$ cat src/rtl/key_repeat_conditioner.sv
// Multi-channel push-button conditioner: synchronise, debounce, detect presses and
// generate frame-aligned action pulses with optional per-channel auto-repeat.
module key_repeat_conditioner #(
    parameter int                N_CH         = 3,
    parameter int                DEB_CYCLES   = 250000,
    parameter int                ACTIVE_LOW   = 1,
    parameter logic [N_CH-1:0]   REPEAT_MASK  = N_CH'(3'b110),
    parameter int                REPEAT_DELAY = 20,
    parameter int                REPEAT_RATE  = 5
) (
    input  logic              CLOCK_50,
    input  logic              resetn,
    input  logic [N_CH-1:0]   keys_raw,
    input  logic              tick,
    input  logic              flush,
    output logic [N_CH-1:0]   level,
    output logic [N_CH-1:0]   action
);

    localparam int DW    = $clog2(DEB_CYCLES + 1);
    localparam int T_MAX = (REPEAT_DELAY > REPEAT_RATE) ? REPEAT_DELAY : REPEAT_RATE;
    localparam int TW    = $clog2(T_MAX + 1);

    // Compare against "one less" so the toggle happens on the cycle the count would reach the limit.
    localparam logic [DW-1:0] DEB_LAST   = DW'(DEB_CYCLES - 1);
    localparam logic [TW-1:0] DELAY_LAST = TW'(REPEAT_DELAY - 1);
    localparam logic [TW-1:0] RATE_LAST  = TW'(REPEAT_RATE - 1);

    typedef enum logic [1:0] {
        ST_IDLE   = 2'd0,
        ST_DELAY  = 2'd1,
        ST_REPEAT = 2'd2
    } rpt_state_t;

    logic [N_CH-1:0] w_keys;
    logic [N_CH-1:0] r_sync1;
    logic [N_CH-1:0] r_sync2;
    logic [N_CH-1:0] r_level;
    logic [N_CH-1:0] r_level_d;
    logic [DW-1:0]   r_deb_cnt [N_CH];

    logic [N_CH-1:0] w_press;

    rpt_state_t      r_state     [N_CH];
    rpt_state_t      w_state_nxt [N_CH];
    logic [TW-1:0]   r_tcnt      [N_CH];
    logic [TW-1:0]   w_tcnt_nxt  [N_CH];

    logic [N_CH-1:0] r_pending;
    logic [N_CH-1:0] w_pending_nxt;
    logic [N_CH-1:0] r_action;
    logic [N_CH-1:0] w_action_nxt;
    logic [N_CH-1:0] w_set;

    assign w_keys = (ACTIVE_LOW != 0) ? ~keys_raw : keys_raw;

    // NOTE: every clocked block uses non-blocking assignments so all flops sample
    // pre-edge values; blocking here would collapse the two synchroniser stages into one.
    always_ff @(posedge CLOCK_50 or negedge resetn) begin
        if (!resetn) begin
            r_sync1   <= '0;
            r_sync2   <= '0;
            r_level   <= '0;
            r_level_d <= '0;
            for (int i = 0; i < N_CH; i++) begin
                r_deb_cnt[i] <= '0;
            end
        end else begin
            r_sync1   <= w_keys;
            r_sync2   <= r_sync1;
            r_level_d <= r_level;
            for (int i = 0; i < N_CH; i++) begin
                if (r_sync2[i] == r_level[i]) begin
                    r_deb_cnt[i] <= '0;
                end else if (r_deb_cnt[i] == DEB_LAST) begin
                    r_level[i]   <= ~r_level[i];
                    r_deb_cnt[i] <= '0;
                end else begin
                    r_deb_cnt[i] <= r_deb_cnt[i] + DW'(1);
                end
            end
        end
    end

    assign w_press = r_level & ~r_level_d;

    always_ff @(posedge CLOCK_50 or negedge resetn) begin
        if (!resetn) begin
            r_pending <= '0;
            r_action  <= '0;
            for (int i = 0; i < N_CH; i++) begin
                r_state[i] <= ST_IDLE;
                r_tcnt[i]  <= '0;
            end
        end else begin
            r_pending <= w_pending_nxt;
            r_action  <= w_action_nxt;
            for (int i = 0; i < N_CH; i++) begin
                r_state[i] <= w_state_nxt[i];
                r_tcnt[i]  <= w_tcnt_nxt[i];
            end
        end
    end

    // NOTE: every output of this block gets a default before any branch, so no path
    // leaves a signal unassigned and no latch is inferred.
    always_comb begin
        w_state_nxt   = r_state;
        w_tcnt_nxt    = r_tcnt;
        w_pending_nxt = r_pending;
        w_action_nxt  = '0;
        w_set         = '0;
        for (int i = 0; i < N_CH; i++) begin
            if (flush) begin
                w_state_nxt[i]   = ST_IDLE;
                w_tcnt_nxt[i]    = '0;
                w_pending_nxt[i] = 1'b0;
            end else begin
                if (!r_level[i]) begin
                    // Release always re-arms the channel; a pending action survives it.
                    w_state_nxt[i] = ST_IDLE;
                    w_tcnt_nxt[i]  = '0;
                end else begin
                    unique case (r_state[i])
                        ST_IDLE: begin
                            if (w_press[i] && REPEAT_MASK[i]) begin
                                w_state_nxt[i] = ST_DELAY;
                                w_tcnt_nxt[i]  = '0;
                            end
                        end
                        ST_DELAY: begin
                            if (tick) begin
                                if (r_tcnt[i] == DELAY_LAST) begin
                                    w_set[i]       = 1'b1;
                                    w_tcnt_nxt[i]  = '0;
                                    w_state_nxt[i] = ST_REPEAT;
                                end else begin
                                    w_tcnt_nxt[i] = r_tcnt[i] + TW'(1);
                                end
                            end
                        end
                        ST_REPEAT: begin
                            if (tick) begin
                                if (r_tcnt[i] == RATE_LAST) begin
                                    w_set[i]      = 1'b1;
                                    w_tcnt_nxt[i] = '0;
                                end else begin
                                    w_tcnt_nxt[i] = r_tcnt[i] + TW'(1);
                                end
                            end
                        end
                        default: begin
                            w_state_nxt[i] = ST_IDLE;
                            w_tcnt_nxt[i]  = '0;
                        end
                    endcase
                end

                w_set[i] = w_set[i] | w_press[i];
                if (tick) begin
                    w_action_nxt[i]  = r_pending[i] | w_set[i];
                    w_pending_nxt[i] = 1'b0;
                end else begin
                    w_pending_nxt[i] = r_pending[i] | w_set[i];
                end
            end
        end
    end

    assign level  = r_level;
    assign action = r_action;

endmodule

$ cat config.mk
export PLATFORM = sky130hd
export DESIGN_NAME = key_repeat_conditioner
export DESIGN_NICKNAME = d
export VERILOG_FILES = /design/src/rtl/key_repeat_conditioner.sv
export SDC_FILE = /design/constraint.sdc
export NUM_CORES = 1
export LEC_CHECK = 0
export ABC_AREA = 1
export BUFFER_PORTS_ARGS = -buffer_cell sky130_fd_sc_hd__buf_2
export CORE_ASPECT_RATIO = 1.75
export CORE_UTILIZATION = 39
export CTS_CLUSTER_SIZE = 16
export DETAILED_ROUTE_END_ITERATION = 7
export PLACE_DENSITY = 0.63
export SYNTH_ARGS = -nofsm -noshare
export SYNTH_HDL_FRONTEND = slang
export SYNTH_SLANG_ARGS = --single-unit
$ cat constraint.sdc
create_clock -name CLOCK_50 -period 3.6 [get_ports CLOCK_50]
set_input_delay 0.18 -clock CLOCK_50 [delete_from_list [all_inputs] [get_ports CLOCK_50]]
set_output_delay 0.18 -clock CLOCK_50 [all_outputs]
set_load 0.1 [all_outputs]
==> Yosys cells after proc, flatten, opt, wreduce, memory -nomap -nowiden <==
Index checks and enable logic that the tools add are counted.
{ "totals": {"word_cells": 163, "out_inout_bits": 6, "inputBits": 7, "ff_bits": 93} }
{ "op_classes": {"n_eq_ne": 33, "add_sub_neg": 6, "n_mux": 79, "bitwise_logic": 15, "reduce_logical": 13} }
{ "ops": {"columns": ["op", "n"], "rows": [
  ["2-to-1 mux 18 bit", 6],
  ["2-to-1 mux 5 bit", 20],
  ["adder 18 x 1 -> 18 bit (second input constant)", 3],
  ["== test 18 bit (second input constant)", 3],
  ["one-hot mux 5 bit (3 select lines)", 3],
  ["!= test 4 bit (second input constant)", 11],
  ["2-to-1 mux 1 bit", 30],
  ["2-to-1 mux 2 bit", 14],
  ["adder 5 x 1 -> 5 bit (second input constant)", 3],
  ["== test 5 x 3 -> 1 bit (second input constant)", 3],
  ["== test 5 bit (second input constant)", 3],
  ["!= test 3 bit (second input constant)", 4],
  ["one-hot mux 2 bit (3 select lines)", 2],
  ["AND reduction 3 bit", 4],
  ["AND reduction 4 bit", 2],
  ["== test 2 x 1 -> 1 bit (second input constant)", 3],
  ["== test 2 bit (second input constant)", 3],
  ["logical NOT 2 bit", 3],
  ["inverter 1 bit", 6],
  ["inverter 3 bit", 2],
  ["OR 1 bit", 6],
  ["one-hot mux 1 bit (2 select lines)", 3],
  ["AND reduction 2 bit", 3],
  ["one-hot mux 2 bit (2 select lines)", 1],
  ["other kinds (3)", 5]
]} }

==> Longest topological paths before layout <==
Gate-level depths: netlist of run 1.
{ "logic_depth": {"word_depth": 10, "mapped_depth": 10, "depth_no_buf": 9} }

==> Worst setup path after synthesis of run 1 <==
OpenSTA, ideal clock, no wires.
{ "synth_path": {"path_type": "register -> register", "startpoint": "reg r_level[1] (netlist: level[1])", "endpoint": "reg r_tcnt[5] (netlist bit)", "path_buffers": 0, "arrival_time_ns": 1.729, "setup_ns": 0.077, "stages_incl_launch_ff": 7, "t_required_ns": 3.523, "period_less_slack_ns": 1.807, "slack_ns": 1.793, "cell_sequence": "dfrtp_1 > inv_1 > nor2_1 > inv_1 > nor2_1 > nand3_1 > a21oi_1"} }
{ "synth_between": {"elab_chain_cells": 3, "elab_cells_between_ends": 7, "cone_classes": "eq/ne (3); mux (2); bitwise (1); reduce/logical (1)"} }
{ "synth_rtl": {"columns": ["element", "line_no", "text"], "rows": [
  ["from (decl)", "38", "logic [N_CH-1:0] r_level;"],
  ["from (signal, indexed assignment)", "76", "r_level[i] <= ~r_level[i];"],
  ["AND 3 bit", "85", "assign w_press = r_level & ~r_level_d;"],
  ["!= test 4 bit (no source line)", null, null],
  ["AND reduction 3 bit (no source line)", null, null],
  ["to (signal, indexed assignment)", "100", "r_tcnt[i] <= w_tcnt_nxt[i];"],
  ["to (decl)", "46", "logic [TW-1:0] r_tcnt [N_CH];"]
]} }
Several ways; a longest one is shown, not always the timed one.
A chain may end at the register's enable or synchronous reset.

==> Worst setup path after layout of run 1 <==
{ "layout_path": {"startpoint": "reg r_level[1] (netlist: level[1])", "endpoint": "reg r_deb_cnt[25] (netlist bit)"} }
{ "layout_between": {"elab_chain_cells": 2} }
{ "layout_rtl": {"columns": ["element", "line_no", "text"], "rows": [
  ["== test 1 bit", "73", "if (r_sync2[i] == r_level[i]) begin"],
  ["2-to-1 mux 18 bit", "73", null],
  ["to (signal, indexed assignment)", "79", "r_deb_cnt[i] <= r_deb_cnt[i] + DW'(1);"],
  ["to (decl)", "40", "logic [DW-1:0] r_deb_cnt [N_CH];"]
]} }
Every way passes these cells.

==> run metrics, run 1 <==
final core utilization=0.452; cts bufs inserted=9; RSZ-0062 raised after global routing=false; DRC errors left=0; Starting Density=0.404; worst slack at placement=1910 ps; Worst-Margin Slew=1020 ps; antenna violations before repair=0; Final Critical Period=1740 ps; CTS root buffer=clkbuf_16; largest net degree at the start of global routing=58; n_diodes=0; met3 Usage GRT=0.0363; Post-synth EDFFs=0; post-synth top area share=0.454; Syn. warnings=0; Post-Synth Adder-Cell Area=0.0396; Layout fillers=1178; GR peak layer=met2; Async S/R FF share, synth=1.00; GR Util met2=0.304; chip height=148 um; Cell Pwr Density=374 mW/mm^2; Largest Register=r_deb_cnt; largest cells by area after synthesis=dfrtp_1 (45%), nand2_1 (11%), nor2_1 (10%), inv_1 (5.6%), ha_1 (4.0%); wire length per cell=12.4 um; Netlist cell types=32; final hold vios=0; Core Rows=52; clock buffer depth=2; post-cts resize count=0; Max VDD drop=249 uV; antenna-violating nets left=0; Layout Nets=657; crit path max fanout=11; max_cap viols=0; vias in the first global route=3936; DP HPWL=7110 um; Mapped Cells=609; drt total wl=9560 um; Worst Skew=6.48 ps; Net Count, Synth=631; post-synthesis sequential area ratio=0.454; largest family of logic cells by synthesized area=simple AND/OR/NAND/NOR gates; FF+latch count, synth=86; Leak Pwr=0.00236 uW; clk_lat worst skew=350 ps; max reg flops=54; die footprint=0.0126 mm^2; first-pass GRT wire length=17300 um; critical path arrival=1970 ps; core box area=0.0117 mm^2; grt ovf=0; GP Congestion=0.872; CTS tree=yes; Final setup viols=0; share of cells above drive strength 1=0.113; Top FF cell, synth=dfrtp_1; worst path required time=3830 ps; Total GRT Usage=0.173; multiplexer share of the synthesized area=0; Synth area leader=dfrtp_1; Via Count=3860; IO Count=13; final setup TNS=0 ps; H-Tree Depth=3; CP Launch Type=register; Via-to-Cell Ratio=4.99; CTS clk-pin slew, worst paths=60 ps; worst hold path type=in -> reg; synthesized area per cell=7.78 um^2; simple-gate share of the synthesized area=0.358; setup slack after layout=1860 ps; Slew headroom=0.313; Setup CP Type=reg -> reg; DIE WIDTH=85.3 um; clock sinks=86; M1 GR Usage=0.196; Iter 0 DRT Violations=135; Mapped Area=0.00474 mm^2; Slew Viols, Final=0; PortBufs=12; Critical Path Sink Type=register; Area growth syn-to-layout=11.8%; first drt pass iteration count=4; Hold Slack=99.4 ps; f_max=573 MHz; Period Utilization, post-route=0.485; total power=1980 uW; Compound-Gate Fraction of Synth Area=0.0309; Top Registers=r_deb_cnt (54), r_tcnt (10), r_state (4); XOR/XNOR Fraction of Synth Area=0.0531; status=complete, no violations
[metrics by stage]
step,instance area [um^2],std cells
floorplan,4740,609
global placement,4960,755
detailed placement,4960,755
CTS,5300,774
global route,5300,774
finish,5300,774
[layer usage]
layer  up-vias  routed length [um]  part of all wire
li1       1950                   -                 -
met1      1838                3970              0.42
met2        54                5030              0.53
met5         -                   0                 0
met3        18                 289             0.030
met4         0                 267             0.028
[cells in the final DEF, fill, tap and decap left out, types with 9 or more instances in the layout]
| master | n |
|---|---|
| nor2_1 | 130 |
| inv_1 | 71 |
| buf_2 | 11 |
| ha_1 | 15 |
| nor3_1 | 16 |
| nor2_2 | 11 |
| clkbuf_16 | 9 |
| xor2_1 | 17 |
| nand3_1 | 35 |
| dfrtp_1 | 86 |
| nand2_1 | 134 |
| a21oi_1 | 13 |
| nand4_1 | 15 |
[synth_stat cells (6+ instances only)]
master / instances
inv_2: 7
nor2_2: 11
nand2_1: 134
nor2_1: 130
ha_1: 15
nand2_2: 6
nor3_1: 16
a21oi_1: 13
nand3_2: 7
nand4_1: 15
inv_1: 71
xnor2_1: 8
xor2_1: 17
nand3_1: 35
dfrtp_1: 86
[worst paths after layout]
| path | startpoint | endpoint | slack (ps) | cells past startpoint |
|---|---|---|---|---|
| max | level[1] | r_deb_cnt[25] | 1860 | 4 |
| min | tick | r_pending[0] | 100 | 2 |
| max in group asynchronous | resetn | r_deb_cnt[18] | 2320 | 3 |
| min reg2reg | r_sync1[0] | r_sync2[0] | 350 | 0 |
| max reg2reg | level[1] | r_deb_cnt[25] | 1860 | 4 |
| min in group asynchronous | resetn | r_deb_cnt[33] | 420 | 2 |
[final cells by class]
cell class	instances	area, um^2	share of cell area
Clock inverter	3	45.0	0.00850
Inverter	78	293	0.0553
Timing Repair Buffer	17	110	0.0208
Multi-Input combinational cell	443	2280	0.431
Clock buffer	12	246	0.0465
Sequential cell	86	2150	0.406
Tap cell	135	169	0.0319
[worst max-delay path: stages, from the launching register on]
cell and delay [ps]:
dfrtp_1 420, xnor2_1 830, inv_1 130, nand2_2 180, nor3_1 60
[repair_timing]
item                      CTS  global route
hold buffers                4             0
hold endpoints to repair   59             0
buffers inserted            0             0
[report_power, final]
part	switching, uW	internal [uW]	total (uW)
sequential	10.9	979	990
combinational	47.0	19.5	66.5
clock	371	553	924
[cell families after synthesis]
| logic type | after synthesis |
|---|---|
| simple gates | 375 |
| flops | 86 |
| buf+inv | 80 |
| xor+xnor | 27 |
| compound gates | 26 |
| fa+ha+maj | 15 |
(Power assumes the default switching activity.)
==> run 2, diff against run 1 <==
clock period = 1.7 ns   (was 3.6 ns; I/O delays follow)
==> run 2 against run 1 <==
Against the previous run:
- worst hold slack lost 75 ps
- power up 120%
- sequential share of layout area fell by 0.54 points
- routed wire length shrank 0.41%
- maximum frequency grew 16%
- critical path depth rose by 4
- critical path type unchanged
- critical endpoint is now r_tcnt[8]
- largest power group unchanged
- highest routed layer unchanged
==> run metrics, run 2 (synthesized netlist as in run 1, its figures left out) <==
f_max=664 MHz; Via Count=3875; post-cts resize count=0; Final Critical Period=1510 ps; largest net degree at the start of global routing=49; Slew headroom=0.676; status=complete, no violations; CP Launch Type=register; worst path required time=1930 ps; Worst-Margin Slew=490 ps; Setup CP Type=reg -> reg; crit path max fanout=5; Iter 0 DRT Violations=169; placed cell area=0.00502 mm^2; Max stage delay cell, worst path=dfrtp_1; die footprint=0.0126 mm^2; core box area=0.0117 mm^2; most frequent cells in the layout=nand2_1 (134), nor2_1 (130), dfrtp_1 (84), inv_1 (71), nand3_1 (35); max reg flops=54; Largest Register=r_deb_cnt; Starting Density=0.404; Period Utilization, post-route=0.886; Slew Viols, Final=0; n_diodes=0; post-route insts no fill=781; Worst Skew=7.76 ps; final instance area=0.00537 mm^2; Max VDD drop=717 uV; max_cap viols=0; Core Rows=52; Final setup viols=0; Hold Path End=r_pending[0]; Buf+Inv Stages, Crit Path=2; RSZ-0062 raised after global routing=false; antenna violations before repair=0; Leak Pwr=0.00240 uW; area of the multi-input gates=0.00228 mm^2; critical path arrival=1730 ps; Register-to-Register Path Depth=8; Critical Path Sink Type=register; first-pass GRT wire length=16900 um; clock buffer depth=2; worst hold path type=in -> reg; IO Count=13; grt ovf=0; CP delay by family, top=simple AND/OR/NAND/NOR gates; clk_lat worst skew=340 ps; final core utilization=0.459; Crit Reg-Reg Endpoint=r_tcnt[8]; Area growth syn-to-layout=13.4%; CTS clk-pin slew, worst paths=70 ps; worst flop-to-flop path startpoint=r_state[2]; final setup TNS=0 ps; share of cells above drive strength 1=0.127; DP HPWL=7380 um; DRC errors left=0; Total GRT Usage=0.169; Layout fillers=1121; H-Tree Depth=3; Max stage delay on crit path=400 ps; # placed instances=760; worst min-delay path startpoint=flush; drt total wl=9520 um; most common cell after layout, fill and taps aside=nand2_1; CP cell instances=inv_1 -> ha_1 -> nand2_1 -> nand3_1 -> nand3_1 -> inv_1 -> a21oi_1 -> nor2_1; DIE WIDTH=85.3 um; Layout Nets=663; Via-to-Cell Ratio=4.96; cts bufs inserted=9; vias in the first global route=3922; PortBufs=12; hold path cells=2; Reg area=0.00215 mm^2; CTS root buffer=clkbuf_16; first drt pass iteration count=4; final hold vios=0; clock sinks=86; antenna-violating nets left=0; Hold Slack=24.3 ps; R2R setup slack=190 ps; Top Registers=r_deb_cnt (54), r_tcnt (10), r_state (4); wire length per cell=12.2 um; CTS tree=yes; Cell Pwr Density=795 mW/mm^2; chip height=148 um; GP Congestion=0.916
[run 2: cell types whose count changed in the layout (fill, tap and decap cells not counted), sizes merged]
cell         before  now
buf              13   18
clkbuf           12   10
clkinv            0    1
dlygate4sd3       4    5
inv              78   80
[run 2: worst register-to-register path, cell delays in order (launching register included)]
cell     delay [ps]
dfrtp_1         400
inv_1            80
ha_1            210
nand2_1          80
nand3_1         110
nand3_1         190
inv_1           130
a21oi_1         140
nor2_1           50
[run 2: stage by stage]
stage	total power, uW	worst slack (ps)
2_1_floorplan	2200	36.9
5_1_grt	4430	41.4
3_3_place_gp	2280	229
4_1_cts	4330	180
3_5_place_dp	2280	181
6_report	4270	194
[run 2: report_power, final]
group          switching [uW]  total, uW  internal [uW]  leakage [uW]
clock                     838       2030           1190      0.000145
combinational             100        154           53.8       0.00108
sequential               23.1       2090           2070       0.00118
[run 2: per-layer routing]
layer,routed length [um],track usage
met1,3880,0.186
met3,238,0.0352
met4,405,0.0942
met5,0,0
met2,5000,0.299
[run 2: how the worst max path moves through the flow]
stage,start,end,slack (ps),depth (start not counted)
2_1_floorplan,level[0],r_deb_cnt[48],40,4
3_3_place_gp,r_state[0],r_tcnt[3],230,7
6_report,r_state[2],r_tcnt[8],190,8
3_5_place_dp,r_state[0],r_tcnt[2],180,7
5_1_grt,r_deb_cnt[18],r_deb_cnt[25],40,8
4_1_cts,r_state[0],r_tcnt[2],180,7
[run 2: layout make-up]
class                   instances  share of cell area
multi-input cells             443               0.424
flip-flops and latches         86               0.401
inverters                      78              0.0545
clock buffers                  10              0.0445
repair buffers                 23              0.0317
well taps                     135              0.0314
clock inverters                 6              0.0126
[run 2: what timing repair did]
item                                    in CTS  in global routing
hold buffers                                 5                  0
endpoints found under the hold margin       90                  0
endpoints found under the setup margin       0                  0
setup buffers                                0                  0
